--- src/rtl/uart_tx_fifo_if.sv ---
// Write-bus and serializer handshake bundle for the buffered UART transmit path.
// The master side is the SoC (bus decode plus tx_uart); the slave side is the FIFO.
interface uart_tx_fifo_if;
  logic       wr_valid;
  logic [7:0] wr_data;
  logic       wr_ready;
  logic       tx_start;
  logic [7:0] tx_data;
  logic       tx_done;

  modport master (
    output wr_valid, wr_data, tx_done,
    input  wr_ready, tx_start, tx_data
  );

  modport slave (
    input  wr_valid, wr_data, tx_done,
    output wr_ready, tx_start, tx_data
  );
endinterface

--- src/rtl/uart_tx_fifo.sv ---
// Buffered UART transmit path: CPU byte writes land in a FIFO, and a drain FSM
// hands the bytes one at a time to the tx_uart serializer. It also exports LSR THRE/TEMT.
module uart_tx_fifo #(
  parameter int DEPTH    = 16,
  parameter bit BLOCKING = 1'b1
) (
  input  logic                     clk,
  input  logic                     resetn,
  uart_tx_fifo_if.slave            bus,
  input  logic                     flush,
  output logic [$clog2(DEPTH):0]   level,
  output logic                     full,
  output logic                     empty,
  output logic                     thre,
  output logic                     temt,
  output logic                     overflow
);
  localparam int AW = $clog2(DEPTH);
  localparam int LW = AW + 1;

  typedef enum logic [1:0] {S_IDLE, S_START, S_WAIT} state_t;

  state_t          r_state;
  state_t          w_next_state;
  logic [7:0]      r_mem [DEPTH];
  logic [AW-1:0]   r_wr_ptr;
  logic [AW-1:0]   r_rd_ptr;
  logic [LW-1:0]   r_level;
  logic            r_wr_ready;
  logic            r_overflow;
  logic [7:0]      r_tx_data;
  logic            w_full;
  logic            w_empty;
  logic            w_accept;
  logic            w_push;
  logic            w_pop;

  assign w_full  = (r_level == LW'(DEPTH));
  assign w_empty = (r_level == '0);

  // Accept is judged on the current full flag, so a blocked write waits for
  // the cycle after a pop even though that pop frees a slot at the same edge.
  assign w_accept = bus.wr_valid && !r_wr_ready && (!w_full || !BLOCKING);
  assign w_push   = w_accept && !w_full && !flush;

  always_comb begin
    w_next_state = r_state;
    w_pop        = 1'b0;
    case (r_state)
      S_IDLE: begin
        if (!w_empty && !flush) begin
          w_pop        = 1'b1;
          w_next_state = S_START;
        end
      end
      S_START: w_next_state = S_WAIT;
      S_WAIT:  if (bus.tx_done) w_next_state = S_IDLE;
      default: w_next_state = S_IDLE;
    endcase
  end

  always_ff @(posedge clk) begin
    if (!resetn) r_state <= S_IDLE;
    else         r_state <= w_next_state;
  end

  always_ff @(posedge clk) begin
    if (!resetn) begin
      r_wr_ptr   <= '0;
      r_rd_ptr   <= '0;
      r_level    <= '0;
      r_wr_ready <= 1'b0;
      r_overflow <= 1'b0;
      r_tx_data  <= '0;
    end else begin
      // The ack pulses even when flush discards the byte, so the bus never hangs.
      r_wr_ready <= w_accept;
      if (flush) begin
        r_wr_ptr   <= '0;
        r_rd_ptr   <= '0;
        r_level    <= '0;
        r_overflow <= 1'b0;
      end else begin
        if (w_push) r_wr_ptr <= r_wr_ptr + AW'(1);
        if (w_pop)  r_rd_ptr <= r_rd_ptr + AW'(1);
        case ({w_push, w_pop})
          2'b10:   r_level <= r_level + LW'(1);
          2'b01:   r_level <= r_level - LW'(1);
          default: r_level <= r_level;
        endcase
        if (w_accept && w_full) r_overflow <= 1'b1;
      end
      if (w_pop) r_tx_data <= r_mem[r_rd_ptr];
    end
  end

  always_ff @(posedge clk) begin
    if (w_push) r_mem[r_wr_ptr] <= bus.wr_data;
  end

  assign bus.wr_ready = r_wr_ready;
  assign bus.tx_start = (r_state == S_START);
  assign bus.tx_data  = r_tx_data;
  assign level        = r_level;
  assign full         = w_full;
  assign empty        = w_empty;
  assign thre         = w_empty;
  assign temt         = w_empty && (r_state == S_IDLE);
  assign overflow     = r_overflow;
endmodule

--- src/flat_wrapper.sv ---
// flat-port wrapper written by rule: the top's interface ports become plain ports
module uart_tx_fifo_flat 
#(
  parameter int DEPTH    = 16,
  parameter bit BLOCKING = 1'b1
)
  (clk, resetn, flush, level, full, empty, thre, temt, overflow, bus_wr_valid, bus_wr_data, bus_tx_done, bus_wr_ready, bus_tx_start, bus_tx_data);
  uart_tx_fifo_if bus_i ();
  input  logic clk;
  input  logic resetn;
  input  logic flush;
  output logic [$clog2(DEPTH):0] level;
  output logic full;
  output logic empty;
  output logic thre;
  output logic temt;
  output logic overflow;
  input wire logic [$bits(bus_i.wr_valid)-1:0] bus_wr_valid;
  input wire logic [$bits(bus_i.wr_data)-1:0] bus_wr_data;
  input wire logic [$bits(bus_i.tx_done)-1:0] bus_tx_done;
  output wire logic [$bits(bus_i.wr_ready)-1:0] bus_wr_ready;
  output wire logic [$bits(bus_i.tx_start)-1:0] bus_tx_start;
  output wire logic [$bits(bus_i.tx_data)-1:0] bus_tx_data;
  assign bus_i.wr_valid = bus_wr_valid;
  assign bus_i.wr_data = bus_wr_data;
  assign bus_i.tx_done = bus_tx_done;
  assign bus_wr_ready = bus_i.wr_ready;
  assign bus_tx_start = bus_i.tx_start;
  assign bus_tx_data = bus_i.tx_data;
  uart_tx_fifo #(.DEPTH(DEPTH), .BLOCKING(BLOCKING)) u_core (.clk(clk), .resetn(resetn), .bus(bus_i), .flush(flush), .level(level), .full(full), .empty(empty), .thre(thre), .temt(temt), .overflow(overflow));
endmodule
--- config.mk ---
export PLATFORM = sky130hd
export DESIGN_NAME = uart_tx_fifo_flat
export DESIGN_NICKNAME = d
export VERILOG_FILES = /design/src/rtl/uart_tx_fifo_if.sv /design/src/rtl/uart_tx_fifo.sv /design/src/flat_wrapper.sv
export SDC_FILE = /design/constraint.sdc
export NUM_CORES = 1
export LEC_CHECK = 0
export CORE_UTILIZATION = 50
export DETAILED_ROUTE_END_ITERATION = 10
export HOLD_SLACK_MARGIN = 0.05
export PLACE_DENSITY = 0.68
export SKIP_CTS_REPAIR_TIMING = 1
export SLEW_MARGIN = 20
export SYNTH_ARGS = -nofsm -noshare
export SYNTH_HDL_FRONTEND = slang
export SYNTH_SLANG_ARGS = --single-unit
--- constraint.sdc ---
create_clock -name clk -period 3.5 [get_ports clk]
set_clock_uncertainty 0.2 [all_clocks]
set_input_delay 0.35 -clock clk [delete_from_list [all_inputs] [get_ports clk]]
set_output_delay 0.35 -clock clk [all_outputs]
set_load 0.03 [all_outputs]
Yosys cells after proc, flatten, opt, wreduce, memory -nomap -nowiden
Memory sizes are Yosys's and may differ from the RTL's. A register that Yosys moved wholly into a read port is not among the register bits.
Cells that the tools add are included.
{"block": "totals", "ram_bits": 128, "memories": 1, "regBits": 17, "out_inout_bits": 20, "word_cells": 44}
{"name": "u_core.r_mem", "depth": 16, "word_bits": 8, "rd": 1, "rd_ports_with_merged_regs": 1, "write_ports": 1, "line": "uart_tx_fifo.sv:25", "text": "logic [7:0] r_mem [DEPTH];"}
{"block": "classes", "addsub": 4, "n_reduce_logical": 17, "n_bitwise": 1, "muxes": 8, "eq_ne": 7}
{"op": "$pmux 5 s2", "count": 1}
{"op": "$add 4x1->4 const B", "count": 2}
{"op": "$logic_and 1x1->1", "count": 7}
{"op": "$pmux 2 s3", "count": 1}
{"op": "$add 5x1->5 const B", "count": 1}
{"op": "$eq 5x5->1 const B", "count": 1}
{"op": "$logic_not 1->1", "count": 5}
{"op": "$logic_not 5->1", "count": 1}
{"op": "$sub 5x1->5 const B", "count": 1}
{"op": "$eq 2x1->1 const B", "count": 2}
{"op": "$eq 2x2->1 const B", "count": 2}
{"op": "$mux 1", "count": 4}
{"op": "$mux 2", "count": 2}
{"op": "$logic_not 2->1", "count": 1}
{"op": "$ne 2x1->1 const B", "count": 1}
{"op": "$ne 2x2->1 const B", "count": 1}
{"op": "$reduce_and 2->1", "count": 1}
{"op": "$reduce_bool 2->1", "count": 1}
{"op": "$reduce_or 2->1", "count": 1}
{"op": "$not 1->1", "count": 1}

Logic depth before layout (Yosys ltp)
Gate-level depths: netlist of run 1.
{"block": "logic_depth", "ltp_word": 7, "mapped_depth": 15}

Worst setup path before layout of run 1
Ideal clock, no wire load.
{"block": "synth_path", "kind": "register -> register", "startpoint": "register u_core.r_level[1] (netlist: u_core.level[1])", "endpoint": "register u_core.r_level[4] (netlist: u_core.level[4])", "stages_incl_launch_ff": 16, "required_ps": 3230, "slack_ps": -44, "arrival_ps": 3275, "period_less_slack_ps": 3544, "setup_time_ps": 70, "cell_sequence": "dfxtp_1 > buf_2 > nor4_2 > and2_4 > or3_4 > or2_1 > buf_6 > inv_4 > ha_1 > xor2_1 > ha_1 > a211o_1 > a21oi_1 > a221oi_1 > or3_1 > a21oi_1"}
{"block": "synth_via", "elab_chain_cells": 7, "word_cells_on_any_way": 16, "cone_classes": "add/sub: 2; eq/ne: 3; mux: 3; reduce/logical: 8"}
{"item": "from (decl)", "line": "uart_tx_fifo.sv:28", "text": "logic [LW-1:0] r_level;"}
{"item": "from (signal assigned)", "line": "uart_tx_fifo.sv:87", "text": "2'b10: r_level <= r_level + LW'(1);"}
{"item": "from (signal assigned)", "line": "uart_tx_fifo.sv:88", "text": "2'b01: r_level <= r_level - LW'(1);"}
{"item": "from (signal assigned)", "line": "uart_tx_fifo.sv:89", "text": "default: r_level <= r_level;"}
{"item": "$logic_not 5->1 (*)", "line": "uart_tx_fifo.sv:39", "text": "assign w_empty = (r_level == '0);"}
{"item": "via empty", "line": "flat_wrapper.sv:14", "text": "output logic empty;"}
{"item": "$logic_not 1->1 (*)", "line": "uart_tx_fifo.sv:51", "text": "if (!w_empty && !flush) begin"}
{"item": "$logic_and 1x1->1 (*)", "line": "uart_tx_fifo.sv:51"}
{"item": "$mux 1 (*)", "line": "uart_tx_fifo.sv:51"}
{"item": "$mux 1 (*)", "line": "uart_tx_fifo.sv:49", "text": "case (r_state)"}
{"item": "via u_core.w_pop", "line": "uart_tx_fifo.sv:36", "text": "logic w_pop;"}
{"item": "$eq 2x1->1 / $eq 2x2->1 (equally long branches)", "line": "uart_tx_fifo.sv:86", "text": "case ({w_push, w_pop})"}
{"item": "$pmux 5 s2 / $reduce_bool 2->1 (equally long branches)"}
Mark *: on every way through the listed nets, which the timed path passes. The rest lies on a longest branch.
A chain may end at the register's enable or synchronous reset.

Final worst setup path of run 1
{"block": "layout_path", "startpoint": "register u_core.r_level[0] (netlist: u_core.level[0])", "endpoint": "register u_core.r_level[4] (netlist: u_core.level[4])"}
{"block": "layout_via", "elab_chain_cells": 7, "word_cells_on_any_way": 16, "cone_classes": "add/sub: 2; eq/ne: 3; mux: 3; reduce/logical: 8"}
{"item": "$logic_not 5->1 (*)", "line": "uart_tx_fifo.sv:39"}
{"item": "$logic_not 1->1 (*)", "line": "uart_tx_fifo.sv:51"}
{"item": "$logic_and 1x1->1 (*)", "line": "uart_tx_fifo.sv:51"}
{"item": "$mux 1 (*)", "line": "uart_tx_fifo.sv:51"}
{"item": "$mux 1 (*)", "line": "uart_tx_fifo.sv:49"}
{"item": "via u_core.w_pop", "line": "uart_tx_fifo.sv:36"}
{"item": "$eq 2x1->1 / $eq 2x2->1 (equally long branches)", "line": "uart_tx_fifo.sv:86"}
{"item": "$pmux 5 s2 / $reduce_bool 2->1 (equally long branches)"}
Marked as above.

==> results of run 1 <==
## path summary, 6_finish.rpt
path / slack (ns) / cells after the start / start / end
worst max-delay path: 0.14 / 13 / u_core.level[0]$_SDFFE_PP0P_ / u_core.level[4]$_SDFFE_PP0P_
worst min-delay path: 0.26 / 1 / u_core.overflow$_SDFFE_PP0P_ / u_core.overflow$_SDFFE_PP0P_
worst max register to register: 0.14 / 13 / u_core.level[0]$_SDFFE_PP0P_ / u_core.level[4]$_SDFFE_PP0P_
worst min register to register: 0.26 / 1 / u_core.overflow$_SDFFE_PP0P_ / u_core.overflow$_SDFFE_PP0P_
## sequential cells by signal (all words and copies together), names as in the netlist
register,flops
u_core.bus.tx_data,8
u_core.bus.wr_ready,1
u_core.level,5
u_core.overflow,1
u_core.r_mem,128
u_core.r_rd_ptr,4
u_core.r_state,2
u_core.r_wr_ptr,4
## critical path, stage by stage, from the launching register on
cell and delay [ns]:
dfxtp_1 0.47, nor4_4 0.10, and2_4 0.18, or3_4 0.35
or2_1 0.26, inv_4 0.11, ha_2 0.28, xor2_1 0.09
ha_1 0.22, a211o_1 0.28, a21oi_1 0.20, a221oi_1 0.09
or3_1 0.32, a21oi_1 0.13
## per-layer routing
metal  global-route usage (%)  up-vias  routed length, um
li1                         -     1468                  -
met1                     27.6     1674               5210
met2                     31.8      115               5710
met3                     4.82       16                568
met4                     9.42        0                242
met5                        0        -                  0
## area by class of cell
cell class | count | area (um^2) | share of cell area, %
repair buffers | 55 | 505 | 6.93
clock buffers | 20 | 437 | 5.98
inverters | 10 | 40.0 | 0.549
well taps | 147 | 184 | 2.52
clock inverters | 12 | 114 | 1.56
multi-input cells | 162 | 1670 | 22.9
flip-flops and latches | 153 | 4350 | 59.6
## report_power, final
| group | switching [W] | internal (W) | leakage (nW) | total, W |
|---|---|---|---|---|
| Sequential | 0.00000724 | 0.00198 | 1.36 | 0.00199 |
| Combinational | 0.0000820 | 0.0000561 | 0.768 | 0.000138 |
| Clock | 0.000712 | 0.000983 | 0.258 | 0.00169 |
| Total | 0.000801 | 0.00302 | 2.38 | 0.00382 |
## cells in the mapped netlist, types with 7 or more instances
cell	count	share of area, %
o22ai_1	9	0.92
a31o_1	8	1.1
clkbuf_1	10	0.61
nor2_1	23	1.4
inv_1	9	0.55
nand2_1	9	0.55
mux4_2	32	12
mux2i_1	18	2.9
dfxtp_1	25	8.2
xor2_1	7	1.0
ha_1	9	1.8
edfxtp_1	128	63
## stage by stage
stage                     cells  area, um^2
after global placement      527        6740
after detailed placement    527        6740
after global routing        559        7300
final                       559        7300
after floorplan             343        6130
after CTS                   559        7290
## cell families after synthesis
| group | share of synthesized area, % |
|---|---|
| flops | 70.9 |
| simple gates | 5.43 |
| mux | 14.7 |
| buf+inv | 2.02 |
| fa+ha+maj | 1.84 |
| compound gates | 3.82 |
| xor+xnor | 1.29 |
==> results.py, run 1 <==
metrics = {
    "grt": {
        "grt_max_degree": 35,
        "grt_pass1_wl_um": 18400,
        "grt-ovfl-total": 0,
        "grtUsageTotal_pct": 20.4,
        "antenna_found_initial": 0,
        "grt_pass1_vias": 3328,
    },
    "cts": {
        "ctsRootBufferMaster": "clkbuf_16",
        "cts_sinks": 153,
        "cts_tree": "done",
        "cts_buffers": 17,
        "cts_htree_levels": 4,
        "clk_pin_slew_ns": 0.06,
        "cts_buffer_depth": 2,
        "worstSkewPairLatency_ns": 0.42,
    },
    "synthesis": {
        "netlist_area_um2": 6130,
        "synth_edf_count": 128,
        "synth-async-reset-ratio_pct": 0,
        "syn_nets": 365,
        "ys_ff_latch": 153,
        "ys_seq_area_share_pct": 70.9,
        "ys.flop_type": "edfxtp_1",
        "syn_area_per_cell_um2": 17.9,
        "synth_cells": 343,
        "yosysUniqueCellTypes": 42,
        "yosys_warnings": 0,
    },
    "critical_path": {
        "start_kind": "register",
        "arrival_ns": 3.52,
        "cp-end-kind": "register",
        "required_ns": 3.66,
        "worst-setup-path-type": "reg -> reg",
        "crit_path_max_fanout": 8,
    },
    "final_layout": {
        "syn2layout_area_growth_pct": 19.1,
        "nFillCells": 878,
        "antenna_cells": 0,
        "layout_commonest_cell": "edfxtp_1",
        "most-common-layout-cells": "edfxtp_1, mux4_2, clkdlybuf4s50_1, nor2_1",
        "post-route-util_pct": 61.0,
        "layout.nets": 421,
        "drive_above_1_share_pct": 23.1,
    },
    "placed_design": {
        "hpwl_um": 7480,
        "place.gp.congestion": 0.809,
        "post-place-ws_ns": 0.0843,
        "port_buffers": 32,
    },
    "floorplan": {
        "coreArea_um2": 12000,
        "die_w_um": 113,
        "initial_core_util_pct": 51.2,
        "die-area_um2": 12700,
        "pin_count": 33,
        "num_rows": 40,
        "die_h_um": 113,
    },
    "timing": {
        "period_share_pct": 95.9,
        "rsz0062_at_grt": "no",
        "setup_viol": 0,
        "final-hold-violation-count": 0,
        "finalCriticalPeriod_ns": 3.36,
        "tns_ns": 0,
        "clock.fmax_mhz": 298,
        "finalMaxSlewViolations": 0,
        "fin_hold_ws_ns": 0.257,
        "worstMarginPinSlew_ns": 0.606,
        "slew_headroom_pct": 59.5,
        "setup_ws_ns": 0.144,
    },
    "route": {
        "ant_nets": 0,
        "detail_route.vias_per_cell": 5.86,
        "drt_iter0_drc": 341,
        "first_pass_iters": 5,
        "via_count": 3273,
        "drc_errors": 0,
        "routed_wl_um": 11700,
        "drt-wirelength-per-cell_um": 21.0,
    },
    "power": {
        "p_leak_nw": 2.38,
        "peakVddDrop_mv": 0.416,
        "p_total_w": 0.00382,
        "power_density_nw_per_um2": 524,
    },
    "worst_hold_path": {
        "hold_path_class": "reg -> reg",
    },
    "status": {
        "status": "finished, final reports clean",
    },
    "flow_run": {
        "maxCapViolCount": 0,
    },
}
Power figures use the tool's default switching activity.
==> inputs of run 2 (changes only) <==
--- a/config.mk
+++ b/config.mk
@@ -5,10 +5,9 @@
 export SDC_FILE = /design/constraint.sdc
 export NUM_CORES = 1
 export LEC_CHECK = 0
-export CORE_UTILIZATION = 50
+export CORE_UTILIZATION = 31
 export DETAILED_ROUTE_END_ITERATION = 10
 export HOLD_SLACK_MARGIN = 0.05
-export PLACE_DENSITY = 0.68
 export SKIP_CTS_REPAIR_TIMING = 1
 export SLEW_MARGIN = 20
 export SYNTH_ARGS = -nofsm -noshare
==> run 2 against run 1 <==
Net effect: clock-buffer cell count fell by 1; sequential cell count did not move; non-clock buffer count did not move; sequential power barely moved; hold slack improved by 0.023 ns; cell count rose by 21%; combinational power barely moved; design area rose by 2.4%; register-to-register slack barely moved; setup slack improved by 0.015 ns; largest cell class unchanged; largest power group unchanged.
==> results.py, run 2 (synthesized netlist as in run 1, its figures left out) <==
metrics = {
    "cts": {
        "cts_htree_levels": 4,
        "cts_buffers": 17,
        "cts_sinks": 153,
        "cts_buffer_depth": 2,
        "ctsRootBufferMaster": "clkbuf_16",
        "clk_pin_slew_ns": 0.06,
        "cts_tree": "done",
        "worstSkewPairLatency_ns": 0.42,
    },
    "critical_path": {
        "r2r-end": "u_core.level[4]$_SDFFE_PP0P_",
        "start_kind": "register",
        "reg2regPathDepth": 13,
        "worst-setup-path-type": "reg -> reg",
        "crit_path_max_fanout": 8,
        "arrival_ns": 3.49,
        "required_ns": 3.65,
        "ff2ff_setup_slack_ns": 0.16,
        "cp-end-kind": "register",
        "crit_start": "u_core.level[0]$_SDFFE_PP0P_",
        "rr_startpoint": "u_core.level[0]$_SDFFE_PP0P_",
    },
    "timing": {
        "finalCriticalPeriod_ns": 3.34,
        "rsz0062_at_grt": "no",
        "finalMaxSlewViolations": 0,
        "worstMarginPinSlew_ns": 0.909,
        "final-hold-violation-count": 0,
        "fin_hold_ws_ns": 0.280,
        "period_share_pct": 95.5,
        "slew_headroom_pct": 39.3,
        "tns_ns": 0,
        "clock.fmax_mhz": 299,
        "setup_viol": 0,
    },
    "route": {
        "first_pass_iters": 4,
        "detail_route.vias_per_cell": 4.69,
        "drt_iter0_drc": 172,
        "ant_nets": 0,
        "drc_errors": 0,
        "drt-wirelength-per-cell_um": 17.6,
        "routed_wl_um": 11900,
        "via_count": 3172,
    },
    "floorplan": {
        "die-area_um2": 20300,
        "coreArea_um2": 19400,
        "pin_count": 33,
        "die_h_um": 143,
        "initial_core_util_pct": 31.6,
        "die_w_um": 143,
        "num_rows": 51,
    },
    "grt": {
        "grtUsageTotal_pct": 12.7,
        "grt-ovfl-total": 0,
        "antenna_found_initial": 0,
        "grt_pass1_wl_um": 18700,
        "grt_pass1_vias": 3232,
        "grt_max_degree": 34,
    },
    "final_layout": {
        "nFillCells": 1801,
        "syn2layout_area_growth_pct": 22.0,
        "layout.nets": 421,
        "top_register": "u_core.r_mem",
        "largest_reg_flops": 128,
        "most-common-layout-cells": "edfxtp_1, mux4_2, clkdlybuf4s50_1, nor2_1, buf_4",
        "antenna_cells": 0,
        "layout_commonest_cell": "edfxtp_1",
        "drive_above_1_share_pct": 23.3,
    },
    "power": {
        "power_density_nw_per_um2": 533,
        "peakVddDrop_mv": 0.312,
        "p_leak_nw": 2.41,
    },
    "worst_hold_path": {
        "min_path_cells": 1,
        "hold_end": "u_core.overflow$_SDFFE_PP0P_",
        "hp-start": "u_core.overflow$_SDFFE_PP0P_",
        "hold_path_class": "reg -> reg",
    },
    "status": {
        "status": "finished, final reports clean",
    },
    "placed_design": {
        "port_buffers": 32,
        "hpwl_um": 7720,
        "place.gp.congestion": 0.721,
    },
    "flow_run": {
        "maxCapViolCount": 0,
    },
}
==> run 2: routing by layer <==
layer  part of all wire, %  wire length [um]  track usage [%]  vias to the layer above
li1                      -                 -                -                     1464
met4                   1.3               159             4.75                        0
met5                     0                 0                0                        -
met1                    46              5520             16.4                     1632
met3                   3.7               445             3.53                       14
met2                    49              5800             20.3                       62
==> run 2: through the flow <==
stage          setup WS, ns  util (%)  cell area [um^2]  power, W  cells
2_1_floorplan        0.0239         -              6130   0.00210    343
3_3_place_gp          0.197      35.4              6870   0.00216    645
3_5_place_dp          0.117      35.4              6870   0.00217    645
4_1_cts              0.0853      38.5              7470   0.00403    677
5_1_grt              0.0466      38.5              7480   0.00411    677
6_report              0.159      38.5              7480   0.00398    677
==> run 2: final cells by class <==
type | count | area (um^2) | share of cell area, %
multi-input cells | 162 | 1660 | 22.2
inverters | 10 | 40.0 | 0.536
repair buffers | 55 | 493 | 6.59
flip-flops and latches | 153 | 4350 | 58.2
well taps | 265 | 332 | 4.44
clock buffers | 19 | 433 | 5.79
clock inverters | 13 | 169 | 2.26
==> run 2: report_power, final <==
| group | switching, W | internal, W |
|---|---|---|
| logic | 0.0000800 | 0.0000555 |
| clock network | 0.000723 | 0.00113 |
| registers | 0.0000100 | 0.00198 |
| total | 0.000813 | 0.00317 |
==> run 2: worst max path at each step <==
| stage | end | slack, ns | cells after the start |
|---|---|---|---|
| 6_report | u_core.level[4]$_SDFFE_PP0P_ | 0.16 | 13 |
| 5_1_grt | u_core.level[4]$_SDFFE_PP0P_ | 0.05 | 12 |
| 4_1_cts | u_core.level[4]$_SDFFE_PP0P_ | 0.09 | 13 |
| 3_5_place_dp | u_core.level[4]$_SDFFE_PP0P_ | 0.12 | 13 |
| 3_3_place_gp | u_core.level[4]$_SDFFE_PP0P_ | 0.20 | 13 |
| 2_1_floorplan | u_core.level[4]$_SDFFE_PP0P_ | 0.02 | 14 |
==> run 2: critical path, cell delays in order (launching register included) <==
cell and delay, ns:
dfxtp_1 0.36, nor4_2 0.49, and2_4 0.24, or3_4 0.14
or2_1 0.17, inv_4 0.08, ha_2 0.25, xor2_1 0.16
ha_1 0.21, a211o_1 0.29, a21oi_1 0.16, a221oi_1 0.07
or3_1 0.32, a21oi_1 0.14
